$ cat src/rtl/ultrasound_scheduler.sv
// ultrasound_scheduler: fires a ring of ultrasound transducers in turn and reports the nearest valid return.
// Define ULTRASOUND_RETRY_EN to re-fire a timed-out sensor once before moving on.
module ultrasound_scheduler #(
    parameter int NUM_SENSORS     = 12,
    parameter int TRIGGER_CYCLES  = 270,
    parameter int CYCLES_PER_INCH = 3996,
    parameter int TIMEOUT_CYCLES  = 1026000,
    parameter int SETTLE_CYCLES   = 1350000,
    parameter int MIN_VALID_R     = 2
) (
    input  logic                   clock,
    input  logic                   reset,
    input  logic                   run,
    input  logic [NUM_SENSORS-1:0] echo,
    output logic [NUM_SENSORS-1:0] trigger,
    output logic                   busy,
    output logic                   done,
    output logic                   found,
    output logic [11:0]            rover_location,
    output logic [3:0]             current_sensor
);
    localparam int TW = $clog2(TIMEOUT_CYCLES);
    localparam int PW = $clog2((SETTLE_CYCLES > TRIGGER_CYCLES ? SETTLE_CYCLES : TRIGGER_CYCLES) + 1);
    localparam int UW = $clog2(CYCLES_PER_INCH + 1);

    typedef enum logic [2:0] {IDLE, TRIGGER, WAIT_RISE, MEASURE, SETTLE, REPORT} state_t;
    state_t state, state_n;

    logic [NUM_SENSORS-1:0] s1, s2, sel;
    logic [PW-1:0]          pcnt;
    logic [TW-1:0]          tcnt;
    logic [UW-1:0]          ucnt, ucnt_n;
    logic [7:0]             r_count, r_inc, best_r;
    logic [3:0]             idx, best_idx;
    logic                   hit, e, u_wrap, t_end, trig_end, set_end, last, accept, again;

    assign sel            = NUM_SENSORS'(1) << idx;
    assign e              = |(s2 & sel);
    assign trigger        = (state == TRIGGER) ? sel : '0;
    assign busy           = state != IDLE;
    assign done           = state == REPORT;
    assign current_sensor = busy ? idx : 4'd0;
    assign trig_end       = pcnt == PW'(TRIGGER_CYCLES - 1);
    assign set_end        = pcnt == PW'(SETTLE_CYCLES - 1);
    assign t_end          = tcnt == TW'(TIMEOUT_CYCLES - 1);
    assign last           = idx == 4'(NUM_SENSORS - 1);
    assign u_wrap         = ucnt == UW'(CYCLES_PER_INCH - 1);
    assign ucnt_n         = u_wrap ? '0 : ucnt + 1'b1;
    // The falling-edge cycle is counted too, so it makes up for the rise cycle spent in WAIT_RISE.
    assign r_inc          = (u_wrap && r_count != 8'hFF) ? r_count + 8'd1 : r_count;
    assign accept         = r_inc >= 8'(MIN_VALID_R) && r_inc < best_r;

`ifdef ULTRASOUND_RETRY_EN
    logic redo, retry, timeout;
    assign timeout = t_end && ((state == WAIT_RISE && !e) || (state == MEASURE && e));
    assign again   = redo;
`else
    assign again   = 1'b0;
`endif

    always_ff @(posedge clock or negedge reset)
        if (!reset) state <= IDLE;
        else state <= state_n;

    always_comb begin
        state_n = state;
        case (state)
            IDLE:      state_n = run ? TRIGGER : IDLE;
            TRIGGER:   state_n = trig_end ? WAIT_RISE : TRIGGER;
            WAIT_RISE: state_n = e ? MEASURE : (t_end ? SETTLE : WAIT_RISE);
            MEASURE:   state_n = (!e || t_end) ? SETTLE : MEASURE;
            SETTLE:    state_n = !set_end ? SETTLE : ((again || !last) ? TRIGGER : REPORT);
            default:   state_n = IDLE;
        endcase
    end

    always_ff @(posedge clock or negedge reset) begin
        if (!reset) begin
            s1             <= '0;
            s2             <= '0;
            pcnt           <= '0;
            tcnt           <= '0;
            ucnt           <= '0;
            r_count        <= '0;
            idx            <= '0;
            best_idx       <= '0;
            best_r         <= '0;
            hit            <= 1'b0;
            found          <= 1'b0;
            rover_location <= '0;
`ifdef ULTRASOUND_RETRY_EN
            redo           <= 1'b0;
            retry          <= 1'b0;
`endif
        end else begin
            s1      <= echo;
            s2      <= s1;
            pcnt    <= (state_n != state) ? '0 : pcnt + 1'b1;
            tcnt    <= (state == WAIT_RISE || state == MEASURE) ? tcnt + 1'b1 : '0;
            ucnt    <= (state == MEASURE) ? ucnt_n : '0;
            r_count <= (state == MEASURE) ? r_inc : '0;
            if (state == IDLE && run) begin
                idx      <= '0;
                best_r   <= 8'hFF;
                best_idx <= '0;
                hit      <= 1'b0;
            end
            if (state == MEASURE && !e && accept) begin
                best_r   <= r_inc;
                best_idx <= idx;
                hit      <= 1'b1;
            end
            if (state == SETTLE && set_end && !again && !last) idx <= idx + 4'd1;
            if (state == SETTLE && state_n == REPORT) begin
                found          <= hit;
                rover_location <= hit ? {best_idx, best_r} : 12'h000;
            end
`ifdef ULTRASOUND_RETRY_EN
            if (state == IDLE && run) begin
                redo  <= 1'b0;
                retry <= 1'b0;
            end
            if (timeout) redo <= !retry;
            if (state == SETTLE && set_end) begin
                retry <= redo;
                redo  <= 1'b0;
            end
`endif
        end
    end
endmodule
$ cat config.mk
export PLATFORM = sky130hd
export DESIGN_NAME = ultrasound_scheduler
export DESIGN_NICKNAME = d
export VERILOG_FILES = /design/src/rtl/ultrasound_scheduler.sv
export SDC_FILE = /design/constraint.sdc
export NUM_CORES = 1
export LEC_CHECK = 0
export ABC_AREA = 1
export ABC_CLOCK_PERIOD_IN_PS = 7100
export CAP_MARGIN = 20
export CORE_MARGIN = 8
export CORE_UTILIZATION = 38
export DETAILED_ROUTE_END_ITERATION = 10
export GPL_TIMING_DRIVEN = 0
export PLACE_DENSITY = 0.58
export SETUP_SLACK_MARGIN = 0.15
export SLEW_MARGIN = 20
export SYNTH_ARGS = -nofsm -noshare
export SYNTH_HDL_FRONTEND = slang
export SYNTH_SLANG_ARGS = --single-unit
$ cat constraint.sdc
create_clock -name clock -period 7.1 [get_ports clock]
set_input_delay 2.13 -clock clock [delete_from_list [all_inputs] [get_ports clock]]
set_output_delay 2.13 -clock clock [all_outputs]
set_load 0.01 [all_outputs]
==> flow_summary.json, run 1 <==
{
  "nNetsFinal": 842,
  "hold_end": "s2[6]$_DFF_PN0_",
  "row_count": 46,
  "synthArstFlopShare_pct": 100,
  "hold_viol_final": 0,
  "status": "finished, final reports clean",
  "synth_nets": 777,
  "switching_share_pct": 21.5,
  "area_growth_pct": 22.0,
  "via_count": 4855,
  "vias_per_cell": 4.68,
  "crit_slowest_cell": "clkdlybuf4s50_1",
  "seqPwrFrac_pct": 44.4,
  "start_util_pct": 38.4,
  "avgSynthCellArea_um2": 8.11,
  "cts.sinks": 118,
  "postCtsSetupRepairBufs": 0,
  "ctsHoldBuffers": 0,
  "grt_pass1_wl_um": 23400,
  "fin_crit_sh_pct": 60.5,
  "grt.overflow.total": 0,
  "fillers": 1550,
  "cp_slowest_stage_delay_ps": 550,
  "yosysSeqAreaShare_pct": 48.9,
  "fin_skew_ps": 9.80,
  "rr_worst_depth": 19,
  "synth_area_leaders": "dfrtp_1 (49%), nand2_1 (10%), nor2_1 (7.2%)",
  "worstMarginPinSlew_ps": 821,
  "globalplace.congestion": 0.790,
  "place_inst": 1006,
  "power.static_leakage_nw": 3.45,
  "clock_latency_ps": 410,
  "htreeDepth": 4,
  "antenna_found_initial": 0,
  "combPwrFrac_pct": 1.5,
  "yosysTopAreaCell": "dfrtp_1",
  "synth_top_area_share_pct": 48.9,
  "crit_buf_inv": 4,
  "cts_made_buffers": 17,
  "first_global_vias": 4849,
  "critPathKind": "reg2out",
  "regArea_um2": 2950,
  "ctsResizeCount": 0,
  "min-delay-start": "s1[6]$_DFF_PN0_",
  "reg2reg_to": "best_r[5]$_DFFE_PN0P_",
  "grt_usage_pct": 14.5,
  "io_buffers": 45,
  "yosys_warnings": 0,
  "cellInternalPower_w": 0.00120,
  "die_w_um": 142,
  "cap_violations": 0,
  "max_slew_margin_pct": 44.8,
  "cts_root_buf": "clkbuf_16",
  "synth-edff-count": 0,
  "rsz0062_at_grt": "false",
  "drt_iter0_drc": 253,
  "path_cells": "inv_1 > nor3_1 > inv_1 > clkbuf_1 > nor2_1 > clkdlybuf4s50_1",
  "whs_ps": 349,
  "ios": 46,
  "worst_slack_ps": 2800,
  "cp-start-kind": "flop",
  "dp_slack_ps": 3040,
  "p_switching_w": 0.000329,
  "netlist_area_um2": 6040,
  "firstDrtPassIters": 5,
  "cts_tree": "done",
  "cp_top_family": "buffers and inverters",
  "min_path_cells": 0,
  "cp_num_cells": 6,
  "synth_cells": 744,
  "clk_pin_slew_ps": 50,
  "path_max_fanout": 10,
  "place_area_um2": 6790,
  "wl_um": 13300,
  "required_ps": 4970,
  "core_area_um2": 15700,
  "crit_path_end_kind": "output port",
  "grt_max_degree": 66,
  "r2r_start": "r_count[0]$_DFF_PN0_",
  "multiInputGateArea_um2": 2610,
  "peakVddDrop_v": 0.000163,
  "clockBufferDepth": 2,
  "cpMostUsedCell": "inv_1",
  "synth-seq-cells": 118,
  "max_clock_freq_ghz": 0.233,
  "final_util_pct": 46.9,
  "synthFlopType": "dfrtp_1",
  "fin_area_um2": 7370,
  "routedWlPerCell_um": 12.8,
  "ant_nets": 0,
  "layout_min_cycle_time_ps": 4300,
  "yosysUniqueCellTypes": 39,
  "r2r_slack_ps": 3880,
  "fp.dieH_um": 142,
  "hpwlAfterDp_um": 9750,
  "arrival_ps": 2170,
  "drive_gt1_share_pct": 8.76,
  "setup_viol": 0,
  "drv_slew": 0,
  "die_area_um2": 20200,
  "pwr-share-clk_pct": 54.0,
  "drc": 0,
  "hp-class": "reg2reg",
  "layout.cells.non_filler": 1038,
  "p_per_area_nw_per_um2": 208,
  "num_antenna_cells": 0
}
-- sequential cells by signal, indices dropped and copies added (netlist names) --
name / count
s1: 12
idx: 4
pcnt: 21
tcnt: 20
hit: 1
s2: 12
ucnt: 12
r_count: 8
best_r: 8
found: 1
best_idx: 4
state: 3
rover_location: 12
-- worst max-delay path by stage --
| stage | from | end | slack, ps |
|---|---|---|---|
| global placement | reset | found$_DFFE_PN0P_ | -920 |
| floorplan | idx[0]$_DFFE_PN0P_ | trigger[11] | 3840 |
| detailed placement | run | rover_location[2]$_DFFE_PN0P_ | 3040 |
| global route | state[0]$_DFF_PN0_ | trigger[5] | 2550 |
| finish | state[0]$_DFF_PN0_ | trigger[0] | 2800 |
| CTS | state[0]$_DFF_PN0_ | trigger[0] | 2770 |
-- placed cells by master, fill, tap and decap left out, types with 22 or more instances in the layout --
cell type	Yosys	routed
clkdlybuf4s50_1	0	44
dfrtp_1	118	118
inv_1	102	102
nand2_1	162	162
nand3_1	47	47
nand4_1	22	22
nor2_1	115	115
nor3_1	22	22
o21ai_0	28	28
xor2_1	23	23
-- worst register-to-register path: stages, from the launching register on --
cell and delay [ps]:
dfrtp_1 420, ha_1 260, nand3_1 130, inv_1 60, nand2_1 140, inv_1 90, nor2_4 210, nand2_1 70
nand2_1 170, inv_1 60, ha_1 290, a21oi_1 150, nor2_1 50, a211oi_1 220, nand2_1 130, a21oi_4 270
nand2_4 120, buf_6 170, nand3_2 60, nand2_1 50
-- stage by stage --
| stage | TNS, ps | total power (W) |
|---|---|---|
| floorplan | 0 | 0.000694 |
| global placement | -106440 | 0.000717 |
| detailed placement | 0 | 0.000719 |
| CTS | 0 | 0.00156 |
| global route | 0 | 0.00159 |
| finish | 0 | 0.00153 |
-- power by group through the flow --
stage          Combinational, W  Clock [W]  Sequential [W]
2_1_floorplan       0.000000514          0        0.000693
3_3_place_gp          0.0000230          0        0.000694
3_5_place_dp          0.0000248          0        0.000694
4_1_cts               0.0000251   0.000852        0.000682
5_1_grt               0.0000274   0.000882        0.000682
6_report              0.0000232   0.000829        0.000682
-- Yosys cell counts, types with 2 or more instances --
cell      instances
a21oi_1          18
nand3_1          47
ha_1             18
nor4_1            9
nor3_1           22
nor2_2            9
xor2_1           23
nand3_2          11
nand4_1          22
clkbuf_1          5
dfrtp_1         118
inv_1           102
nand2_1         162
inv_2             2
buf_2             4
nand3b_1          2
nor2_1          115
o21ai_0          28
nor3_2            2
and2_1            2
buf_6             2
xnor2_1           4
-- cells by family (layout without fill, tap and decap cells) --
| kind of cell | after synthesis | after routing | share of synthesized area, % |
|---|---|---|---|
| compound gates | 55 | 55 | 5.16 |
| xor+xnor | 27 | 27 | 3.92 |
| fa+ha+maj | 18 | 18 | 3.73 |
| buf+inv | 118 | 196 | 7.77 |
| flops | 118 | 118 | 48.9 |
| simple gates | 408 | 408 | 30.5 |
-- layout make-up --
cell class	instances	area share, %
well taps	216	3.67
flip-flops and latches	118	40.1
multi-input cells	508	35.5
clock inverters	15	2.11
clock buffers	17	5.78
repair buffers	46	6.51
inverters	106	5.44
plain buffers	12	0.934
-- per-layer routing --
metal | GRT usage (%) | vias to the layer above | wire length (µm)
met2 | 22.3 | 75 | 5910
met3 | 3.09 | 17 | 507
met4 | 6.50 | 0 | 248
met1 | 19.2 | 2251 | 6620
met5 | 0 | - | 0
li1 | - | 2512 | -
No activity file was read; power rests on OpenSTA's default activity.
==> run 2: changes to the inputs <==
- ABC_CLOCK_PERIOD_IN_PS: 7100 -> 3700
- PLACE_DENSITY: 0.58 -> 0.6
- clock period: 7.1 -> 3.7 ns (I/O delays scaled with it)
==> flow_summary.json, run 2 (synthesized netlist as in run 1, its figures left out) <==
{
  "status": "finished, final reports clean",
  "hold_viol_final": 0,
  "min-delay-start": "s1[3]$_DFF_PN0_",
  "switching_share_pct": 18.7,
  "drt_iter0_drc": 368,
  "clockBufferDepth": 2,
  "setup_viol": 0,
  "power.static_leakage_nw": 3.49,
  "cpMostUsedCell": "ha_1",
  "fp.dieH_um": 142,
  "seqPwrFrac_pct": 42.0,
  "use_met2_pct": 21.6,
  "area_growth_pct": 23.5,
  "largest_reg_flops": 21,
  "num_antenna_cells": 0,
  "nNetsFinal": 845,
  "rsz0062_at_grt": "false",
  "critPathKind": "reg2out",
  "clk_pin_slew_ps": 50,
  "vias_per_cell": 4.66,
  "peakVddDrop_v": 0.000314,
  "fin_skew_ps": 9.23,
  "path_cells": "ha_1 > ha_1 > inv_1 > nor3_1 > clkdlybuf4s50_1",
  "layout_min_cycle_time_ps": 3250,
  "path_max_fanout": 7,
  "globalplace.congestion": 0.885,
  "top_regs": "pcnt (21), tcnt (20)",
  "cp-start-kind": "flop",
  "top_register": "pcnt",
  "required_ps": 2590,
  "grt_pass1_wl_um": 23100,
  "die_area_um2": 20200,
  "core_area_um2": 15700,
  "grtUsageMet3_pct": 3.46,
  "via_count": 4853,
  "cts.sinks": 118,
  "row_count": 46,
  "cap_violations": 0,
  "ctsResizeCount": 0,
  "hpwlAfterDp_um": 9830,
  "p_per_area_nw_per_um2": 419,
  "max_clock_freq_ghz": 0.307,
  "grt_max_degree": 69,
  "dp_slack_ps": 442,
  "drv_slew": 0,
  "start_util_pct": 38.4,
  "r2r_start": "r_count[0]$_DFF_PN0_",
  "cts_tree": "done",
  "pwr-share-clk_pct": 56.6,
  "antenna_found_initial": 0,
  "r2r_slack_ps": 530,
  "grt.overflow.total": 0,
  "cp_num_cells": 5,
  "wl_um": 13300,
  "worst_slack_ps": 446,
  "ios": 46,
  "place_area_um2": 6790,
  "clock_latency_ps": 410,
  "top_usage_layer": "met2",
  "cts_made_buffers": 17,
  "rr_worst_depth": 19,
  "drc": 0,
  "ctsHoldBuffers": 0,
  "hp-class": "reg2reg",
  "ant_nets": 0,
  "routedWlPerCell_um": 12.8,
  "p_switching_w": 0.000582,
  "final_common_cell": "nand2_1",
  "io_buffers": 45,
  "max_slew_margin_pct": 51.8,
  "cellInternalPower_w": 0.00254,
  "combPwrFrac_pct": 1.4,
  "final_cell_mix": "nand2_1 (162), dfrtp_1 (118), nor2_1 (115)",
  "first_global_vias": 4720,
  "cp_top_family": "buffers and inverters",
  "cts_root_buf": "clkbuf_16",
  "fin_area_um2": 7450,
  "min_path_cells": 0,
  "layout.cells.non_filler": 1041,
  "die_w_um": 142,
  "use_met1_pct": 19.2,
  "worstMarginPinSlew_ps": 716,
  "power_w": 0.00312,
  "startpoint": "idx[0]$_DFFE_PN0P_",
  "crit_buf_inv": 2,
  "grt_usage_pct": 14.3,
  "htreeDepth": 4,
  "arrival_ps": 2140,
  "firstDrtPassIters": 5,
  "drive_gt1_share_pct": 8.73,
  "crit_path_end_kind": "output port",
  "fin_crit_sh_pct": 87.9,
  "place_inst": 1006,
  "crit_slowest_cell": "clkdlybuf4s50_1",
  "cp_slowest_stage_delay_ps": 570
}
## run 2: cell count changes in the layout (fill, tap and decap cells not counted)
cell / change
buf_4: +3
bufinv_16: +2
clkbuf_1: +3
clkbuf_8: +5
clkinv_2: -3
clkinv_4: -4
clkinvlp_4: -1
inv_6: -2
## run 2: area by class of cell
type                    instances  area, µm²
flip-flops and latches        118       2950
clock inverters                 7        140
fillers                      1502       8260
well taps                     216        270
multi-input cells             508       2610
inverters                     106        400
clock buffers                  25        505
plain buffers                  12       68.8
repair buffers                 49        502
## run 2: final timing paths
check | to
setup / recovery | trigger[11]
hold / removal | s2[3]$_DFF_PN0_
setup reg to reg | best_r[5]$_DFFE_PN0P_
hold reg to reg | s2[3]$_DFF_PN0_
max in group asynchronous | rover_location[11]$_DFFE_PN0P_
min in group asynchronous | pcnt[15]$_DFF_PN0_
## run 2: through the flow
stage	TNS (ps)	hold slack, ps	util (%)
after CTS	0	346	47.3
after global routing	0	350	47.4
after global placement	-374920	333	43.0
after detailed placement	0	335	43.2
after floorplan	0	331	-
final	0	346	47.4
## run 2: timing repair
action                     CTS  global route
buffers inserted             0             3
hold endpoints to repair     0             0
setup endpoints to repair    0            12
## run 2: routing by layer
layer	wire (µm)	share of wire (%)
met1	6760	51
met2	6040	45
met3	371	2.8
met4	137	1.0
met5	0	0
## run 2: power groups by stage
stage	sequential [W]	combinational [W]	clock [W]
after detailed placement	0.00133	0.0000471	0
after global routing	0.00131	0.0000518	0.00186
after global placement	0.00133	0.0000435	0
after CTS	0.00131	0.0000474	0.00181
final	0.00131	0.0000445	0.00177
after floorplan	0.00133	0.000000985	0
